<file path="config.mk">
export PLATFORM = sky130hd
export DESIGN_NAME = seg7_scan_reader
export DESIGN_NICKNAME = d
export VERILOG_FILES = /design/src/rtl/seg7_scan_reader.sv
export SDC_FILE = /design/constraint.sdc
export NUM_CORES = 1
export LEC_CHECK = 0
export ABC_AREA = 0
export BUFFER_PORTS_ARGS = -buffer_cell sky130_fd_sc_hd__buf_2
export CAP_MARGIN = 0
export CORE_MARGIN = 5
export CORE_UTILIZATION = 62
export CTS_CLUSTER_DIAMETER = 50
export DETAILED_ROUTE_END_ITERATION = 16
export GPL_ROUTABILITY_DRIVEN = 0
export PLACE_DENSITY = 0.9
export SYNTH_ARGS = -nofsm -noshare
export SYNTH_HDL_FRONTEND = slang
export SYNTH_SLANG_ARGS = --single-unit
</file>
<file path="constraint.sdc">
create_clock -name clk -period 5.7 [get_ports clk]
set_clock_uncertainty 0.1 [all_clocks]
set_input_delay 0.57 -clock clk [delete_from_list [all_inputs] [get_ports clk]]
set_output_delay 0.57 -clock clk [all_outputs]
set_load 0.01 [all_outputs]
</file>
<file path="src/rtl/seg7_scan_reader.sv">
// Samples a multiplexed active-low 7-segment bus and rebuilds the displayed BCD digits,
// handing each complete frame to the consumer through a valid/ready handshake.
module seg7_scan_reader #(
  parameter int DIGITS        = 4,
  parameter int STABLE_CYCLES = 4
) (
  input  logic                  clk,
  input  logic                  rst,
  input  logic [6:0]            seg_in,
  input  logic [DIGITS-1:0]     an_in,
  input  logic                  out_ready,
  output logic                  out_valid,
  output logic [4*DIGITS-1:0]   bcd_out,
  output logic [DIGITS-1:0]     blank_out,
  output logic [DIGITS-1:0]     err_out,
  output logic                  overrun
);

  localparam int         IW   = (DIGITS > 1) ? $clog2(DIGITS) : 1;
  localparam logic [7:0] STAB = 8'(STABLE_CYCLES);

  logic [6:0]          seg_m, seg_s;
  logic [DIGITS-1:0]   an_m, an_s, inv;
  logic [DIGITS+6:0]   sample, prev;
  logic [7:0]          count, count_nxt;
  logic [DIGITS-1:0]   seen, seen_nxt;
  logic [IW-1:0]       idx;
  logic                sel, capture, complete, load, accept;
  logic [3:0]          dval;
  logic                dblank, derr;
  logic [4*DIGITS-1:0] hold_bcd, hold_bcd_nxt;
  logic [DIGITS-1:0]   hold_blank, hold_blank_nxt, hold_err, hold_err_nxt;

  assign sample = {an_s, seg_s};
  assign inv    = ~an_s;

  // A digit is selected only when exactly one anode is driven low.
  always_comb begin
    sel = (inv != '0) && ((inv & (inv - DIGITS'(1))) == '0);
    idx = '0;
    for (int i = 0; i < DIGITS; i++) begin
      if (!an_s[i]) idx = IW'(i);
    end
  end

  always_comb begin
    dval   = 4'hE;
    dblank = 1'b0;
    derr   = 1'b0;
    case (seg_s)
      7'h40: dval = 4'd0;
      7'h79: dval = 4'd1;
      7'h24: dval = 4'd2;
      7'h30: dval = 4'd3;
      7'h19: dval = 4'd4;
      7'h12: dval = 4'd5;
      7'h02: dval = 4'd6;
      7'h78: dval = 4'd7;
      7'h00: dval = 4'd8;
      7'h10: dval = 4'd9;
      7'h7F: begin dval = 4'hF; dblank = 1'b1; end
      default: derr = 1'b1;
    endcase
  end

  // Capture only on the edge the count first reaches its ceiling, so a long dwell yields one capture.
  always_comb begin
    if (!sel)                count_nxt = '0;
    else if (sample != prev) count_nxt = 8'd1;
    else if (count >= STAB)  count_nxt = STAB;
    else                     count_nxt = count + 8'd1;
    capture = sel && (count_nxt == STAB) && (count != STAB);
  end

  always_comb begin
    hold_bcd_nxt   = hold_bcd;
    hold_blank_nxt = hold_blank;
    hold_err_nxt   = hold_err;
    seen_nxt       = seen;
    if (capture) begin
      hold_bcd_nxt[{idx, 2'b00} +: 4] = dval;
      hold_blank_nxt[idx]             = dblank;
      hold_err_nxt[idx]               = derr;
      seen_nxt[idx]                   = 1'b1;
    end
    complete = capture && (&seen_nxt);
    accept   = out_valid && out_ready;
    load     = complete && (!out_valid || out_ready);
  end

  always_ff @(posedge clk or posedge rst) begin
    if (rst) begin
      seg_m      <= '1;
      seg_s      <= '1;
      an_m       <= '1;
      an_s       <= '1;
      prev       <= '1;
      count      <= '0;
      seen       <= '0;
      hold_bcd   <= '0;
      hold_blank <= '0;
      hold_err   <= '0;
      out_valid  <= 1'b0;
      bcd_out    <= '0;
      blank_out  <= '0;
      err_out    <= '0;
      overrun    <= 1'b0;
    end else begin
      seg_m      <= seg_in;
      seg_s      <= seg_m;
      an_m       <= an_in;
      an_s       <= an_m;
      prev       <= sample;
      count      <= count_nxt;
      seen       <= complete ? '0 : seen_nxt;
      hold_bcd   <= hold_bcd_nxt;
      hold_blank <= hold_blank_nxt;
      hold_err   <= hold_err_nxt;
      if (load) begin
        bcd_out   <= hold_bcd_nxt;
        blank_out <= hold_blank_nxt;
        err_out   <= hold_err_nxt;
        out_valid <= 1'b1;
      end else if (accept) begin
        out_valid <= 1'b0;
      end
      // A completed frame that cannot be loaded is dropped; an accept always clears the flag.
      if (accept)                 overrun <= 1'b0;
      else if (complete && !load) overrun <= 1'b1;
    end
  end

endmodule

</file>
==> results of run 1 <==
==> worst max-delay path, cell delays in order, from the launching register on <==
cell      delay [ns]
dfstp_2         0.61
xnor2_1         0.09
o211ai_1        0.28
o31a_1          0.53
and2_1          0.42
nand3_1         0.90
mux2_2          0.62
==> cell usage in the layout, fill, tap and decap left out, drive strengths merged, types with 2 or more instances in the layout <==
cell     count
a31oi        4
dfstp       33
buf         41
nor3b        4
dfrtp       62
a21o         2
and4         2
ha          10
clkbuf      12
nor2b        8
or3b         2
o22ai        2
o2bb2ai      6
or3          2
nand3       12
a21oi        8
mux2        37
xnor2       12
nand4        4
clkinv       2
nand4b       3
inv         12
nor2        12
nor3         7
nand2       14
o21ai        6
a41o         3
conb         5
==> worst paths after layout <==
path | start | to | slack [ns] | cells past startpoint
worst max-delay path | an_s[2] | bcd_out[8] | 2.03 | 6
worst min-delay path | seg_in[2] | seg_m[2] | 0.21 | 1
worst max register to register | an_s[2] | bcd_out[8] | 2.03 | 6
worst min register to register | seg_m[3] | seg_s[3] | 0.26 | 0
max in group asynchronous | rst | seg_s[5] | 4.23 | 3
min in group asynchronous | rst | err_out[2] | 0.22 | 2
==> state kept, by name (all words and copies together) (netlist names), 4 cells and up <==
signal and count:
bcd_out 16, hold_bcd 16, prev 11, count 8, seg_m 7, seg_s 7
an_m 4, an_s 4, blank_out 4, err_out 4, hold_blank 4, hold_err 4
seen 4
==> metrics by stage <==
step / setup WS (ns) / instance area, um^2 / hold WS [ns]
after floorplan: 2.61 / 3950 / 0.245
after global placement: 2.26 / 4190 / 0.246
after detailed placement: 2.07 / 4190 / 0.249
after CTS: 2.04 / 4360 / 0.191
after global routing: 1.72 / 4360 / 0.178
final: 2.03 / 4360 / 0.209
==> logic make-up (layout without fill, tap and decap cells) <==
logic type | count (synthesis) | after routing | share of synthesized area
AO/OA/AOI/OAI | 42 | 42 | 0.0807
multiplexers | 37 | 37 | 0.106
buffers and inverters | 23 | 67 | 0.0280
adder cells (fa/ha/maj) | 10 | 10 | 0.0318
AND/OR/NAND/NOR | 77 | 77 | 0.112
other | 1 | 5 | 0.000952
XOR/XNOR | 12 | 12 | 0.0267
flip-flops | 95 | 95 | 0.614
==> power groups by stage <==
stage / logic (mW) / clock network, mW / registers, mW
global placement: 0.0582 / 0 / 0.724
detailed placement: 0.0604 / 0 / 0.726
floorplan: 0.0518 / 0 / 0.717
CTS: 0.0613 / 0.404 / 0.713
global route: 0.0688 / 0.435 / 0.716
finish: 0.0605 / 0.394 / 0.713
==> final cells by class <==
cell class / count / share of cell area
flip-flops and latches: 95 / 0.555
inverters: 10 / 0.00889
multi-input cells: 183 / 0.326
clock inverters: 4 / 0.00660
clock buffers: 12 / 0.0333
repair buffers: 41 / 0.0482
well taps: 77 / 0.0221
==> routing by layer <==
| metal | routed length (um) | vias up |
|---|---|---|
| met1 | 3110 | 1162 |
| met3 | 351 | 10 |
| met2 | 3240 | 53 |
| met5 | 0 | - |
| li1 | - | 1132 |
| met4 | 100 | 0 |
==> flow_metrics.py, run 1 <==
metrics = {
    "layout": {
        "n_antenna_cell": 0,
        "seq_area_um2": 2420,
        "final_core_util": 0.695,
        "final_cells": 422,
        "drive_gt1_frac": 0.394,
        "syn2layout_area_growth_pct": 10.8,
        "nets": 364,
        "n_fill_cell": 437,
        "multiInputGateArea_um2": 1420,
    },
    "clocking": {
        "cts_hold_buffers": 0,
        "insertion_delay_ns": 0.36,
        "clock-root-buffer": "clkbuf_8",
        "path_clk_slew_ns": 0.08,
        "cts_max_path_buffers": 2,
        "numCtsBuffers": 9,
        "cts_resized": 0,
        "cts_tree": "built",
        "clock_sinks": 95,
        "post_cts_buffers": 0,
        "htreeDepth": 3,
    },
    "timing": {
        "rsz0062_at_grt": "no",
        "setup_viol": 0,
        "post-route-period-util": 0.644,
        "clock.fmax_mhz": 272,
        "relSlewSlack": 0.210,
        "drv_slew": 0,
        "hold_viol": 0,
        "tightest_slew_ns": 1.18,
        "min_period_ns": 3.67,
        "fin_tns_setup_ns": 0,
    },
    "floorplan": {
        "die_area_um2": 8040,
        "ios": 40,
        "fp.coreArea_um2": 6280,
        "fp.dieH_um": 89.7,
        "fp.dieW_um": 89.7,
        "initial_core_util": 0.627,
        "rows": 29,
    },
    "synth": {
        "synth_area_um2": 3940,
        "yosysWarnings": 0,
        "synth_commonest_cells": "dfrtp_1 (62), mux2_2 (37), dfstp_2 (33), nand2_1 (14)",
        "synth_enable_flop_cells": 0,
        "syn_avg_cell_area_um2": 13.3,
        "synth-async-reset-ratio": 1.00,
        "syn_inst": 297,
        "ys_seq_elements": 95,
        "synth-main-ff-cell": "dfrtp_1",
        "synth_top_area_cell": "dfrtp_1",
        "synthDominantCellAreaShare": 0.394,
        "synthTopCellsByArea": "dfrtp_1 (39%), dfstp_2 (22%), mux2_2 (11%)",
        "synth.distinct_cells": 50,
        "yosysSeqAreaShare": 0.614,
        "yosysMostFrequentCell": "dfrtp_1",
    },
    "critical_path": {
        "endpoint_kind": "flip-flop",
        "cp.required_ns": 5.83,
        "critPathMaxFanout": 24,
        "arrival_ns": 3.81,
        "crit_type": "reg2reg",
        "crit_path_start_kind": "flip-flop",
    },
    "grt": {
        "grt_max_degree": 51,
        "grt_pass1_wl_um": 11300,
        "grtUsageMet2": 0.286,
        "grtUsageMet3": 0.0584,
        "grt.overflow.total": 0,
        "antenna_found_initial": 0,
        "grtUsageMet1": 0.255,
        "top_usage_layer": "met2",
        "grt_pass1_vias": 2340,
        "track_usage": 0.188,
    },
    "power_and_ir_drop": {
        "clkPwrFrac": 0.337,
        "switching_power_mw": 0.272,
        "p_leak_nw": 2.09,
        "p_per_area_nw_per_um2": 268,
        "internal-power_mw": 0.895,
        "swShare": 0.233,
        "p_comb_frac": 0.052,
        "p_total_mw": 1.17,
        "seq_power_share": 0.611,
        "peakVddDrop_mv": 0.249,
    },
    "detailed_routing": {
        "drtPass1Iterations": 4,
        "via_per_inst": 5.59,
        "drt_iter0_markers": 155,
        "post-route-drc-count": 0,
        "routedWlPerCell_um": 16.1,
        "wirelength_um": 6800,
        "vias": 2357,
        "drtAntennaViolNets": 0,
    },
    "place": {
        "io_buffers": 39,
        "place_hpwl_um": 4880,
        "dp_cells": 406,
    },
    "job": {
        "drv_cap": 0,
    },
    "outcome": {
        "status": "completed",
    },
    "worst_hold_path": {
        "min_path_type": "in2reg",
    },
}
(Power assumes the default switching activity.)
==> inputs of run 2 (changes only) <==
--- a/config.mk
+++ b/config.mk
@@ -5,15 +5,15 @@
 export SDC_FILE = /design/constraint.sdc
 export NUM_CORES = 1
 export LEC_CHECK = 0
-export ABC_AREA = 0
+export ABC_AREA = 1
 export BUFFER_PORTS_ARGS = -buffer_cell sky130_fd_sc_hd__buf_2
 export CAP_MARGIN = 0
 export CORE_MARGIN = 5
-export CORE_UTILIZATION = 62
+export CORE_UTILIZATION = 59
 export CTS_CLUSTER_DIAMETER = 50
 export DETAILED_ROUTE_END_ITERATION = 16
 export GPL_ROUTABILITY_DRIVEN = 0
-export PLACE_DENSITY = 0.9
+export PLACE_DENSITY = 0.86
 export SYNTH_ARGS = -nofsm -noshare
 export SYNTH_HDL_FRONTEND = slang
 export SYNTH_SLANG_ARGS = --single-unit
==> constraint.sdc (replaced) <==
create_clock -name clk -period 3.5 [get_ports clk]
set_clock_uncertainty 0.1 [all_clocks]
set_input_delay 0.35 -clock clk [delete_from_list [all_inputs] [get_ports clk]]
set_output_delay 0.35 -clock clk [all_outputs]
set_load 0.01 [all_outputs]
==> run 2 against run 1 <==
Effect of this change: core utilization shrank 0.20 points; power is 65% higher; via count is 35% higher; largest cell class unchanged; critical path depth up 9; register-to-register slack worse by 1.5 ns.
==> flow_metrics.py, run 2 <==
metrics = {
    "critical_path": {
        "arrival_ns": 3.11,
        "endpoint_kind": "flip-flop",
        "critPathMaxFanout": 24,
        "crit_slowest_cell": "dfstp_2",
        "max_stage_delay_ns": 0.59,
        "rr_worst_depth": 15,
        "crit_path_start_kind": "flip-flop",
        "crit_type": "reg2reg",
        "cp.required_ns": 3.64,
        "crit_chain": "inv_2, nand2_1, nand2_1, nand2_1, nand2_2, inv_2, nand2_1, nor2_2, nand3_2, a21oi_1, inv_1, nor2_1, nand3_2, nand2_1, nand2_1",
        "crit_top_cell": "nand2_1",
    },
    "grt": {
        "grt.overflow.total": 0,
        "grt_pass1_vias": 3106,
        "grtUsageMet3": 0.0441,
        "grt_pass1_wl_um": 14000,
        "antenna_found_initial": 0,
        "track_usage": 0.201,
        "grt_max_degree": 56,
        "top_usage_layer": "met2",
        "grtUsageMet1": 0.266,
        "grtUsageMet2": 0.321,
    },
    "layout": {
        "syn2layout_area_growth_pct": 13.8,
        "reg_top3": "bcd_out (16), hold_bcd (16), prev (11)",
        "drive_gt1_frac": 0.205,
        "final_cells": 623,
        "layout_common_cells": "nand2_1 (153), dfrtp_1 (62), inv_1 (47), nand3_1 (42), buf_2 (39)",
        "n_antenna_cell": 0,
        "nets": 546,
        "final_common_cell": "nand2_1",
        "finalInstanceArea_um2": 4730,
        "n_fill_cell": 521,
        "final_core_util": 0.693,
    },
    "synth": {
        "synth-async-reset-ratio": 1.00,
        "synthTopCellsByArea": "dfrtp_1 (37%), dfstp_2 (21%), nand2_1 (14%)",
        "ys_seq_elements": 95,
        "yosysMostFrequentCell": "nand2_1",
        "synth_area_um2": 4160,
        "synth_xor_area_frac": 0.00843,
        "yosysWarnings": 0,
        "synth_commonest_cells": "nand2_1 (153), dfrtp_1 (62), inv_1 (48), nand3_1 (42), dfstp_2 (33)",
        "synth_adder_area_share": 0.0301,
        "synth_enable_flop_cells": 0,
        "synth.distinct_cells": 30,
        "yosysSeqAreaShare": 0.582,
        "synthDominantCellAreaShare": 0.373,
        "synth_top_area_cell": "dfrtp_1",
        "syn_inst": 463,
        "syn_avg_cell_area_um2": 8.98,
        "synth-compound-area-share": 0.0466,
        "synth-main-ff-cell": "dfrtp_1",
        "synth-simple-area-share": 0.271,
        "synth_top_family_by_area": "simple AND/OR/NAND/NOR gates",
        "muxShareOfSynthArea": 0,
    },
    "place": {
        "place_hpwl_um": 5630,
        "dp_cells": 596,
        "place_ws_ns": 0.554,
        "io_buffers": 39,
        "place_area_um2": 4450,
    },
    "detailed_routing": {
        "drtPass1Iterations": 4,
        "post-route-drc-count": 0,
        "drtAntennaViolNets": 0,
        "wirelength_um": 8100,
        "via_per_inst": 5.11,
        "drt_iter0_markers": 193,
        "routedWlPerCell_um": 13.0,
        "vias": 3181,
    },
    "clocking": {
        "clock_sinks": 95,
        "clock-root-buffer": "clkbuf_8",
        "cts_tree": "built",
        "path_clk_slew_ns": 0.09,
        "htreeDepth": 3,
        "insertion_delay_ns": 0.35,
        "cts_max_path_buffers": 2,
        "numCtsBuffers": 9,
    },
    "power_and_ir_drop": {
        "p_leak_nw": 2.50,
        "peakVddDrop_mv": 0.307,
        "p_per_area_nw_per_um2": 406,
        "p_total_mw": 1.92,
    },
    "timing": {
        "fin_tns_setup_ns": 0,
        "tightest_slew_ns": 0.684,
        "rsz0062_at_grt": "no",
        "fin_ws_ns": 0.533,
        "whs_ns": 0.0155,
        "drv_slew": 0,
        "hold_viol": 0,
        "clock.fmax_mhz": 337,
        "setup_viol": 0,
        "min_period_ns": 2.97,
        "relSlewSlack": 0.541,
        "post-route-period-util": 0.848,
    },
    "job": {
        "drv_cap": 0,
    },
    "floorplan": {
        "rows": 30,
        "initial_core_util": 0.609,
        "die_area_um2": 8830,
        "fp.coreArea_um2": 6830,
        "fp.dieH_um": 93.9,
        "fp.dieW_um": 93.9,
        "ios": 40,
    },
    "outcome": {
        "status": "completed",
    },
    "worst_hold_path": {
        "min_path_type": "in2async",
    },
}
run 2: cell types whose count changed in the layout (fill, tap and decap cells not counted), sizes merged, moves of 11 or more:
cell	previous run	this run
nand3	12	46
nand2	14	157
o21ai	6	26
mux2	37	0
nor2	12	34
inv	12	51
dlygate4sd3	0	11
run 2: final timing paths:
check	start	end	slack [ns]
max in group asynchronous	rst	hold_bcd[15]	2.80
max reg2reg	an_s[3]	bcd_out[1]	0.53
min in group clk	out_ready	overrun	0.18
max	an_s[3]	bcd_out[1]	0.53
min	rst	count[1]	0.02
min reg2reg	seg_m[1]	seg_s[1]	0.25
run 2: timing repair:
| item | 4_1_cts | 5_1_grt |
|---|---|---|
| gates resized for setup | 0 | 0 |
| hold buffers | 11 | 0 |
| hold endpoints to repair | 11 | 0 |
| buffers inserted | 0 | 0 |
run 2: critical path: cells and delay by family (launching register included):
kind	cells	cell delay, ns
AOI/OAI and AO/OA	1	0.29
buffers and inverters	3	0.21
DFF	1	0.59
and+or+nand+nor	11	1.65
run 2: layout make-up:
class                           count  area [um^2]  share of cell area
Clock buffer                       11          141              0.0299
Multi-Input combinational cell    311         1500               0.317
Tap cell                           96          120              0.0254
Timing Repair Buffer               52          320              0.0677
Sequential cell                    95         2420               0.511
Clock inverter                      5         33.8             0.00714
Inverter                           53          200              0.0423
run 2: metal layers:
metal	vias to the layer above	part of all wire
li1	1585	-
met1	1506	0.46
met2	78	0.48
met3	12	0.041
met4	0	0.016
met5	-	0
run 2: cell families after synthesis:
group / Yosys count
and+or+nand+nor: 256
buffers and inverters: 61
DFF: 95
other: 1
AOI/OAI and AO/OA: 36
xor gates and xnor gates: 4
adders and majority gates: 10
run 2: where the power goes:
| part | leakage (nW) | internal [mW] | switching, mW |
|---|---|---|---|
| sequential | 1.20 | 1.14 | 0.0188 |
| clock | 0.0869 | 0.277 | 0.364 |
| combinational | 1.22 | 0.0431 | 0.0834 |
| total | 2.50 | 1.46 | 0.466 |
